### src/rtl/shift_add_mult.sv
// Sequential shift-and-add unsigned multiplier with start/ready input handshake
// and valid/ready output handshake; product is held stable between completions.
module shift_add_mult #(
    parameter int N = 4
) (
    input  logic           clk,
    input  logic           rst_n,
    input  logic           start,
    input  logic [N-1:0]   a,
    input  logic [N-1:0]   b,
    output logic           in_ready,
    output logic [2*N-1:0] product,
    output logic           out_valid,
    input  logic           out_ready
);

    localparam int CW = $clog2(N) + 1;

    typedef enum logic [1:0] {
        IDLE,
        CALC,
        DONE
    } state_t;

    state_t         state;
    state_t         state_next;
    logic [2*N-1:0] acc;
    logic [2*N-1:0] a_reg;
    logic [2*N-1:0] sum;
    logic [N-1:0]   b_reg;
    logic [CW-1:0]  count;
    logic           last;

    // Accumulator value including this cycle's conditional add; on the final
    // CALC cycle this is the finished product.
    assign sum  = acc + (b_reg[0] ? a_reg : '0);
    assign last = (count == CW'(N - 1));

    assign in_ready = (state == IDLE);

    always_comb begin
        state_next = state;
        case (state)
            IDLE:    if (start)     state_next = CALC;
            CALC:    if (last)      state_next = DONE;
            DONE:    if (out_ready) state_next = IDLE;
            default:                state_next = IDLE;
        endcase
    end

    always_ff @(posedge clk or negedge rst_n) begin
        if (!rst_n) state <= IDLE;
        else        state <= state_next;
    end

    // product is written only on the completing CALC edge so the downstream
    // display never sees partial sums.
    always_ff @(posedge clk or negedge rst_n) begin
        if (!rst_n) begin
            acc       <= '0;
            a_reg     <= '0;
            b_reg     <= '0;
            count     <= '0;
            product   <= '0;
            out_valid <= 1'b0;
        end else begin
            case (state)
                IDLE: begin
                    if (start) begin
                        a_reg <= {{N{1'b0}}, a};
                        b_reg <= b;
                        acc   <= '0;
                        count <= '0;
                    end
                end
                CALC: begin
                    acc   <= sum;
                    a_reg <= a_reg << 1;
                    b_reg <= b_reg >> 1;
                    count <= count + CW'(1);
                    if (last) begin
                        product   <= sum;
                        out_valid <= 1'b1;
                    end
                end
                DONE: begin
                    if (out_ready) out_valid <= 1'b0;
                end
                default: ;
            endcase
        end
    end

endmodule

### config.mk
export PLATFORM = sky130hd
export DESIGN_NAME = shift_add_mult
export DESIGN_NICKNAME = d
export VERILOG_FILES = /design/src/rtl/shift_add_mult.sv
export SDC_FILE = /design/constraint.sdc
export NUM_CORES = 1
export LEC_CHECK = 0
export ABC_AREA = 0
export CORE_ASPECT_RATIO = 0.6
export CORE_MARGIN = 2
export CORE_UTILIZATION = 45
export CTS_CLUSTER_SIZE = 28
export DETAILED_ROUTE_END_ITERATION = 8
export PLACE_DENSITY = 0.7
export SYNTH_ARGS = -nofsm -noshare
export SYNTH_HDL_FRONTEND = slang
export SYNTH_SLANG_ARGS = --single-unit
### constraint.sdc
create_clock -name clk -period 5.2 [get_ports clk]
set_input_delay 1.56 -clock clk [delete_from_list [all_inputs] [get_ports clk]]
set_output_delay 1.56 -clock clk [all_outputs]
set_load 0.02 [all_outputs]
==> results.toml <==
[cts]
cts_buffers = 5
worst_setup_hold_path_clk_slew_ns = 0.07
cts_setup_buffers = 0
clock-sinks = 34
cts-root-buf = "clkbuf_8"
cts-resized-gates = 0
clockBufferDepth = 2
cts-hold-fix-buffers = 0
insertion_delay_ns = 0.29
h-tree-depth = 2
tritoncts_clock_tree = "done"

[critical_path]
critPathMaxFanout = 13
critPathKind = "reg -> out"
crit_required_ns = 3.64
worstPathArrival_ns = 1.56
cp-start-kind = "flip-flop"
timing.critical_path.to_type = "output pin"

[layout]
most_frequent_standard_cell_in_the_layout_excluding_fill_and_tap_cells = "dfrtp_1"
n_fill_cell = 322
area_delta_synth_final_pct = 20.8
multi_input_comb_area_um2 = 796
final_util_pct = 56.3
regArea_um2 = 851
final_design_area_no_fill_mm2 = 0.00205
share_of_cells_above_drive_strength_1_pct = 7.22
numnets_final = 215
n_antenna_cell = 0
mostFrequentLayoutCells = "34 x dfrtp_1, 24 x nand2_1, 21 x clkdlybuf4s50_1"

[drt]
detail_route.vias_per_cell = 5.36
routed-via-count = 1291
firstDrtPassIters = 4
routed_wl_mm = 3.50
final_antenna_net_count = 0
route.detailed.wl_per_inst_um = 14.5
drc_errors = 0
initialDrtViolationCount = 61

[timing]
finalCritPeriodShare_pct = 60.0
tns_ns = 0
clock_skew_ns = 0.00493
max_freq_ghz = 0.320
post-route-min-period_ns = 3.12
grt_setup_unrepaired = "no"
max-slew-margin-rel_pct = 46.8
hold_violations = 0
setup_violations = 0
timing_max_transition_violations_final = 0
tightest_slew_ns = 0.795

[synthesis]
synthesis.area_per_instance_um2 = 9.97
synth.net_count = 192
synth_top_cell_area_share_pct = 50.2
yosys.area.top_type = "dfrtp_1"
library_cells_used_by_synthesis = 27
most_common_flop_cell_mapped_by_yosys = "dfrtp_1"
synthesis.area_mm2 = 0.00170
postSynth.asyncResetShare_pct = 100
yosysSeqAreaShare_pct = 50.2
synth-warning-count = 0
synth-edff-count = 0
synthesis.instances = 170
synth.ff_latch_count = 34
yosys-top-cells-area = "dfrtp_1 50%, ha_1 6.6%, o21ai_0 6.2%"

[floorplan]
core_mm2 = 0.00364
start_util_pct = 46.6
die_width_um = 83.2
core.rowCount = 17
design.die.area_mm2 = 0.00429
die-height_um = 51.5
floorplan.io_pins = 22

[power]
ir_worst_vdd_mv = 0.292
total_leakage_power_nw = 0.918
total_power_per_unit_cell_area_mw_per_mm2 = 545

[place]
hpwlAfterDp_mm = 2.60
postPlaceCellArea_mm2 = 0.00195
finalWeightedCongestion = 0.918
port_buffer_cells = 21

[grt]
grtUsageTotal_pct = 18.1
initial_antenna_violation_count = 0
pin_count_of_the_biggest_net_entering_global_routing = 35
grt_first_pass_wirelength_mm = 5.93
leftover_overflow_at_the_end_of_global_routing = 0
grt_pass1_vias = 1240

[hold_path]
hold_path.class = "reg -> reg"

[flow_run]
maxCapViolCount = 0

[status]
result_of_the_run = "finished, final reports clean"
[synth_stat cells, types with 2 or more instances]
| cell | number |
|---|---|
| and2_1 | 10 |
| a21oi_1 | 10 |
| a22o_1 | 8 |
| clkbuf_1 | 7 |
| o21a_1 | 3 |
| dfrtp_1 | 34 |
| a31oi_1 | 4 |
| mux2_2 | 3 |
| o31ai_1 | 3 |
| xnor2_1 | 2 |
| nand2_1 | 24 |
| ha_1 | 9 |
| nor2_1 | 8 |
| nor2b_1 | 4 |
| inv_1 | 6 |
| o21ai_0 | 21 |
| a22oi_1 | 2 |
| xor2_1 | 3 |
[where the power goes]
part           internal [mW]  switching, mW
Combinational          0.203          0.252
Clock                  0.106         0.0992
Sequential             0.368         0.0872
[layout make-up]
cell class	instances	area share, %
Timing Repair Buffer	23	11.0
Inverter	6	1.10
Clock buffer	6	4.03
Clock inverter	2	0.611
Multi-Input combinational cell	123	38.9
Tap cell	47	2.87
Sequential cell	34	41.5
[worst max-delay path: stages (launching register included)]
cell and delay [ns]:
dfrtp_1 0.51, nor2_1 0.15, clkdlybuf4s50_1 0.61
[cells by family after synthesis]
kind of cell	Yosys count	synth area share, %
adders and majority gates	10	7.82
muxes	3	1.99
buffers and inverters	13	2.88
xor gates and xnor gates	5	2.58
AOI/OAI and AO/OA	57	21.2
DFF	34	50.2
and+or+nand+nor	48	13.4
[through the flow]
stage	total power [mW]	std cells	hold slack [ns]	worst slack (ns)
after floorplan	0.743	170	0.450	2.72
after global placement	0.895	233	0.462	2.34
after detailed placement	0.913	233	0.470	2.25
after CTS	1.12	241	0.485	2.08
after global routing	1.20	241	0.509	2.00
final	1.12	241	0.486	2.08
[layer usage]
metal / routed length (um) / vias up / GRT usage [%]
li1: - / 638 / -
met1: 1760 / 615 / 27.3
met2: 1450 / 36 / 24.3
met3: 263 / 2 / 5.40
met4: 17 / 0 / 6.28
met5: 0 / - / 0
[worst paths after layout]
path,to,cells past startpoint,from,slack [ns]
worst max-delay path,in_ready,2,state[0],2.08
worst min-delay path,product[6],2,product[6],0.49
worst max register to register,product[3],4,state[0],2.71
worst min register to register,product[6],2,product[6],0.49
max in group asynchronous,acc[2],2,rst_n,3.22
min in group asynchronous,product[6],2,rst_n,1.67
No activity file was read; power rests on OpenSTA's default activity.
==> RTL edit 1 (same settings) <==
Set the parameter `N` to 2 (it was 4).
--- a/src/rtl/shift_add_mult.sv
+++ b/src/rtl/shift_add_mult.sv
@@ -2,5 +2,5 @@
 // and valid/ready output handshake; product is held stable between completions.
 module shift_add_mult #(
-    parameter int N = 4
+    parameter int N = 2
 ) (
     input  logic           clk,
Interface: changed (resized a, b and product); port bits go from 22 to 14. The function was not compared with the original's and may differ.
==> RTL edit 1 against the unedited design <==
Synthesized area down 43%. Die area down 41%. Highest routed layer unchanged. Sequential share of layout area up 0.50 points. Setup slack worse by 0.11 ns. Largest cell class unchanged. Worst hold slack better by 0.017 ns. Wire length down 44%. Power down 44%. Sequential cell count down 15. Design area down 45%.
==> RTL edit 1: results (changes against the unedited design) <==
stage,metric,value,unit,change
status,status,completed,,unchanged
logic_synthesis,synthTopCellsByCount,"sky130_fd_sc_hd__dfrtp_1 (19), sky130_fd_sc_hd__nand2_1 (14), sky130_fd_sc_hd__o21ai_0 (7), sky130_fd_sc_hd__a21oi_1 (6)",,"was sky130_fd_sc_hd__dfrtp_1 (34), sky130_fd_sc_hd__nand2_1 (24), sky130_fd_sc_hd__o21ai_0 (21), sky130_fd_sc_hd__a21oi_1 (10), sky130_fd_sc_hd__and2_1 (10)"
placement,placed_area,1100,sq um,was 1950 sq um
clock_tree,clkTransAtPathRegs,0.10,ns,was 0.07 ns
power_and_ir_drop,power_leakage,0.515,nW,was 0.918 nW
setup_path,arrival,1.67,ns,was 1.56 ns
placement,numPlacedInstances,131,,was 233
grt,grt_max_degree,20,,was 35
route,route.detailed.vias_per_inst,5.37,,was 5.36
clock_tree,cts_htree_levels,1,,was 2
setup_path,timing.critical_path.fanout_max,11,,was 13
cells_and_area,num-nets-final,121,,was 215
placement,gp_congestion,0.791,,was 0.918
timing,skew,0.00402,ns,was 0.00493 ns
clock_tree,clk_latency_worst_skew_pair,0.30,ns,
logic_synthesis,synth-seq-area-share,49.6,%,was 50.2%
route,routed_wire_length_per_instance,14.5,um,about the same
grt,via_count_of_the_first_global_routing_pass,695,,was 1240
placement,place.port_buffers,13,,was 21
power_and_ir_drop,worst_vdd_ir,312,uV,was 292 uV
route,drt_iter0_drc,29,,was 61
route,via_count,725,,was 1291
grt,grt_first_pass_wirelength,3.43,mm,was 5.93 mm
clock_tree,tritoncts.num_buffers,3,,was 5
cells_and_area,post_route_cells_drive_above_1_share,12.1,%,was 7.22%
logic_synthesis,cells_taking_the_most_area_after_synthesis,"sky130_fd_sc_hd__dfrtp_1 (50%), sky130_fd_sc_hd__nand2_1 (5.5%), sky130_fd_sc_hd__ha_1 (5.2%)",,"was sky130_fd_sc_hd__dfrtp_1 (50%), sky130_fd_sc_hd__ha_1 (6.6%), sky130_fd_sc_hd__o21ai_0 (6.2%)"
clock_tree,cts.root.buffer_cell,sky130_fd_sc_hd__clkbuf_4,,was sky130_fd_sc_hd__clkbuf_8
placement,post_detail_place_hpwl,1.48,mm,was 2.60 mm
logic_synthesis,syn_nets,105,,was 192
logic_synthesis,postSynthCellCount,92,,was 170
logic_synthesis,yosysUniqueCellTypes,30,,was 27
timing,worstMarginPinSlew,0.870,ns,was 0.795 ns
[RTL edit 1: cell types whose count changed after synthesis, moves of 5 or more]
cell                       before  now
sky130_fd_sc_hd__and2_1        10    3
sky130_fd_sc_hd__o21ai_0       21    7
sky130_fd_sc_hd__dfrtp_1       34   19
sky130_fd_sc_hd__clkbuf_1       7    0
sky130_fd_sc_hd__a22o_1         8    3
sky130_fd_sc_hd__ha_1           9    4
sky130_fd_sc_hd__nand2_1       24   14
[RTL edit 1: power breakdown]
part | internal (mW) | switching [mW] | leakage [nW] | total, mW
registers | 0.207 | 0.0644 | 0.252 | 0.271
clock network | 0.0299 | 0.0454 | 0.0150 | 0.0752
logic | 0.124 | 0.151 | 0.248 | 0.275
total | 0.361 | 0.261 | 0.515 | 0.621
[RTL edit 1: per-layer routing]
| layer | wire [um] | GRT usage [%] | up-vias |
|---|---|---|---|
| met2 | 817 | 26.8 | 28 |
| met5 | 0 | 0 | - |
| met1 | 1010 | 27.5 | 347 |
| met4 | 11 | 7.61 | 0 |
| met3 | 123 | 6.32 | 2 |
| li1 | - | - | 348 |
[RTL edit 1: final timing paths]
check	from	to	slack [ns]	depth (start not counted)
setup / recovery	state[0]$_DFFE_PN0P_	in_ready	1.97	2
hold / removal	product[2]$_DFFE_PN0P_	product[2]$_DFFE_PN0P_	0.50	2
setup reg to reg	b_reg[0]$_DFFE_PN0P_	product[3]$_DFFE_PN0P_	3.28	6
hold reg to reg	product[2]$_DFFE_PN0P_	product[2]$_DFFE_PN0P_	0.50	2
max in group asynchronous	rst_n	state[0]$_DFFE_PN0P_	2.92	1
min in group asynchronous	rst_n	acc[1]$_DFFE_PN0P_	1.74	1
[RTL edit 1: critical path: stages, from the launching register on]
cell and delay, ns:
sky130_fd_sc_hd__dfrtp_1 0.52, sky130_fd_sc_hd__nor2_1 0.22, sky130_fd_sc_hd__clkdlybuf4s50_1 0.63
[RTL edit 1: logic make-up after synthesis]
kind of cell	synth area share [%]
xor gates and xnor gates	3.26
adders and majority gates	7.31
and+or+nand+nor	16.1
AOI/OAI and AO/OA	17.0
buffers and inverters	4.44
DFF	49.6
muxes	2.35
[RTL edit 1: cell type report]
| class | count | area (sq um) |
|---|---|---|
| repair buffers | 13 | 130 |
| fillers | 178 | 791 |
| well taps | 28 | 35.0 |
| inverters | 6 | 23.8 |
| clock buffers | 4 | 26.3 |
| multi-input cells | 65 | 440 |
| flip-flops and latches | 19 | 475 |
==> RTL edit 2 (config.mk and constraints unchanged) <==
Without the edit above. The 3 states of `state_t` get a one-hot encoding in 3 bits.
--- a/src/rtl/shift_add_mult.sv
+++ b/src/rtl/shift_add_mult.sv
@@ -17,8 +17,8 @@
     localparam int CW = $clog2(N) + 1;
 
-    typedef enum logic [1:0] {
-        IDLE,
-        CALC,
-        DONE
+    typedef enum logic [2:0] {
+        IDLE = 3'b001,
+        CALC = 3'b010,
+        DONE = 3'b100
     } state_t;
 
Formal check against the unedited RTL: no difference found for any inputs over 10 cycles, from zero or initial values and one cycle with rst_n low; not proved beyond that.
==> RTL edit 2 against the unedited design <==
Design area is 7.4% higher. Synthesized cell count grew 6.5%. Setup slack got worse by 0.16 ns. Count of clock-buffer cells in the layout decreased by 1. Cell count is 5.4% higher. Non-clock buffer count shrank 1. Synthesized area is 9.8% higher. Power increased by 4.7%. Core utilization down 1.7 points. Sequential cell count rose by 1. Sequential power fell by 4%. Die area rose by 9.2%. Wire length rose by 12%.
==> RTL edit 2: results (changes against the unedited design) <==
stage,metric,value,unit,change
cells_and_area,ff_latch_area,877,sq um,was 851 sq um
cells_and_area,fraction_of_area_in_clock_buffers_and_inverters,5.12,%,was 4.64%
cells_and_area,post_route_cells_drive_above_1_share,10.3,%,was 7.22%
grt,grt_max_degree,36,,was 35
power_and_ir_drop,power_leakage,1.02,nW,was 0.918 nW
setup_path,timing.critical_path.fanout_max,11,,was 13
cells_and_area,clock_buffers,5,,was 6
cells_and_area,layout.buffer.nonclock.area_share,9.90,%,was 11.0%
logic_synthesis,synth.area.mux_share,4.44,%,was 1.99%
route,route.detailed.vias_per_inst,5.54,,was 5.36
cells_and_area,num-nets-final,225,,was 215
placement,gp_congestion,0.782,,was 0.918
status,status,completed,,unchanged
route,drt_iter0_drc,110,,was 61
cells_and_area,layout.non_clock_inverters,7,,was 6
cells_and_area,multi_input_comb_area,903,sq um,was 796 sq um
power_and_ir_drop,worst_vdd_ir,212,uV,was 292 uV
cells_and_area,nNonClkBuffers,22,,was 23
grt,grt_first_pass_wirelength,6.53,mm,was 5.93 mm
cells_and_area,nMultiInputCombCells,132,,was 123
clock_tree,cts.sink_count,35,,was 34
cells_and_area,filler_cell_count,350,,was 322
logic_synthesis,synth-compound-area-share,16.9,%,was 21.2%
route,detailedRoute.firstPassIterationCount,5,,was 4
route,routed_wirelength,3.92,mm,was 3.50 mm
timing,skew,0.0116,ns,was 0.00493 ns
placement,post_detail_place_hpwl,2.72,mm,was 2.60 mm
logic_synthesis,cells_taking_the_most_area_after_synthesis,"sky130_fd_sc_hd__dfrtp_1 (46%), sky130_fd_sc_hd__ha_1 (6.0%), sky130_fd_sc_hd__nand2_1 (6.0%)",,"was sky130_fd_sc_hd__dfrtp_1 (50%), sky130_fd_sc_hd__ha_1 (6.6%), sky130_fd_sc_hd__o21ai_0 (6.2%)"
logic_synthesis,synthTopCellsByCount,"sky130_fd_sc_hd__dfrtp_1 (34), sky130_fd_sc_hd__nand2_1 (30), sky130_fd_sc_hd__nor2_1 (14)",,"was sky130_fd_sc_hd__dfrtp_1 (34), sky130_fd_sc_hd__nand2_1 (24), sky130_fd_sc_hd__o21ai_0 (21), sky130_fd_sc_hd__a21oi_1 (10), sky130_fd_sc_hd__and2_1 (10)"
logic_synthesis,post_synth_fa_ha_maj_area_fraction,7.12,%,was 7.82%
logic_synthesis,synth-seq-area-share,47.1,%,was 50.2%
logic_synthesis,syn_nets,203,,was 192
grt,via_count_of_the_first_global_routing_pass,1408,,was 1240
logic_synthesis,yosys.area_share.xor_xnor,3.63,%,was 2.58%
grt,groute.usage.overall,18.8,%,was 18.1%
setup_path,arrival,1.72,ns,was 1.56 ns
timing,timing.max_slew.rel_slack,54.8,%,was 46.8%
logic_synthesis,yosysUniqueCellTypes,40,,was 27
==> RTL edit 2: power groups by stage <==
stage,Combinational [mW],Clock (mW),Sequential [mW]
floorplan,0.363,0,0.430
global placement,0.460,0,0.434
detailed placement,0.480,0,0.439
CTS,0.484,0.253,0.436
global route,0.539,0.264,0.448
finish,0.481,0.250,0.437
==> RTL edit 2: worst max-delay path, stage by stage (launching register included) <==
cell and delay [ns]:
sky130_fd_sc_hd__dfrtp_1 0.55, sky130_fd_sc_hd__nor3_1 0.25, sky130_fd_sc_hd__clkdlybuf4s50_1 0.63
==> RTL edit 2: path summary, 6_finish.rpt <==
path                                         from                endpoint  slack, ns  cells past startpoint
min reg2reg                product[1]$_DFFE_PN0P_  product[1]$_DFFE_PN0P_       0.48                      2
max                          state[2]$_DFFE_PN0P_                in_ready       1.92                      2
max in group asynchronous                   rst_n    state[0]$_DFFE_PN1P_       3.19                      2
min in group asynchronous                   rst_n  product[0]$_DFFE_PN0P_       1.68                      2
min                        product[1]$_DFFE_PN0P_  product[1]$_DFFE_PN0P_       0.48                      2
max reg2reg                  b_reg[0]$_DFFE_PN0P_  product[6]$_DFFE_PN0P_       2.82                      9
==> RTL edit 2: stage by stage <==
stage	total power, mW	util, %	area [sq um]	setup WS (ns)	instances
finish	1.17	54.6	2200	1.92	254
global route	1.25	54.6	2200	1.80	254
CTS	1.17	54.6	2200	1.90	254
detailed placement	0.919	51.8	2090	2.09	246
global placement	0.894	51.8	2090	2.20	246
floorplan	0.793	-	1860	2.53	181
==> RTL edit 2: per-layer routing <==
metal / GRT usage (%) / wire [um]
met4: 7.03 / 53
met5: 0 / 0
met2: 30.0 / 1710
met3: 5.06 / 204
met1: 24.9 / 1950
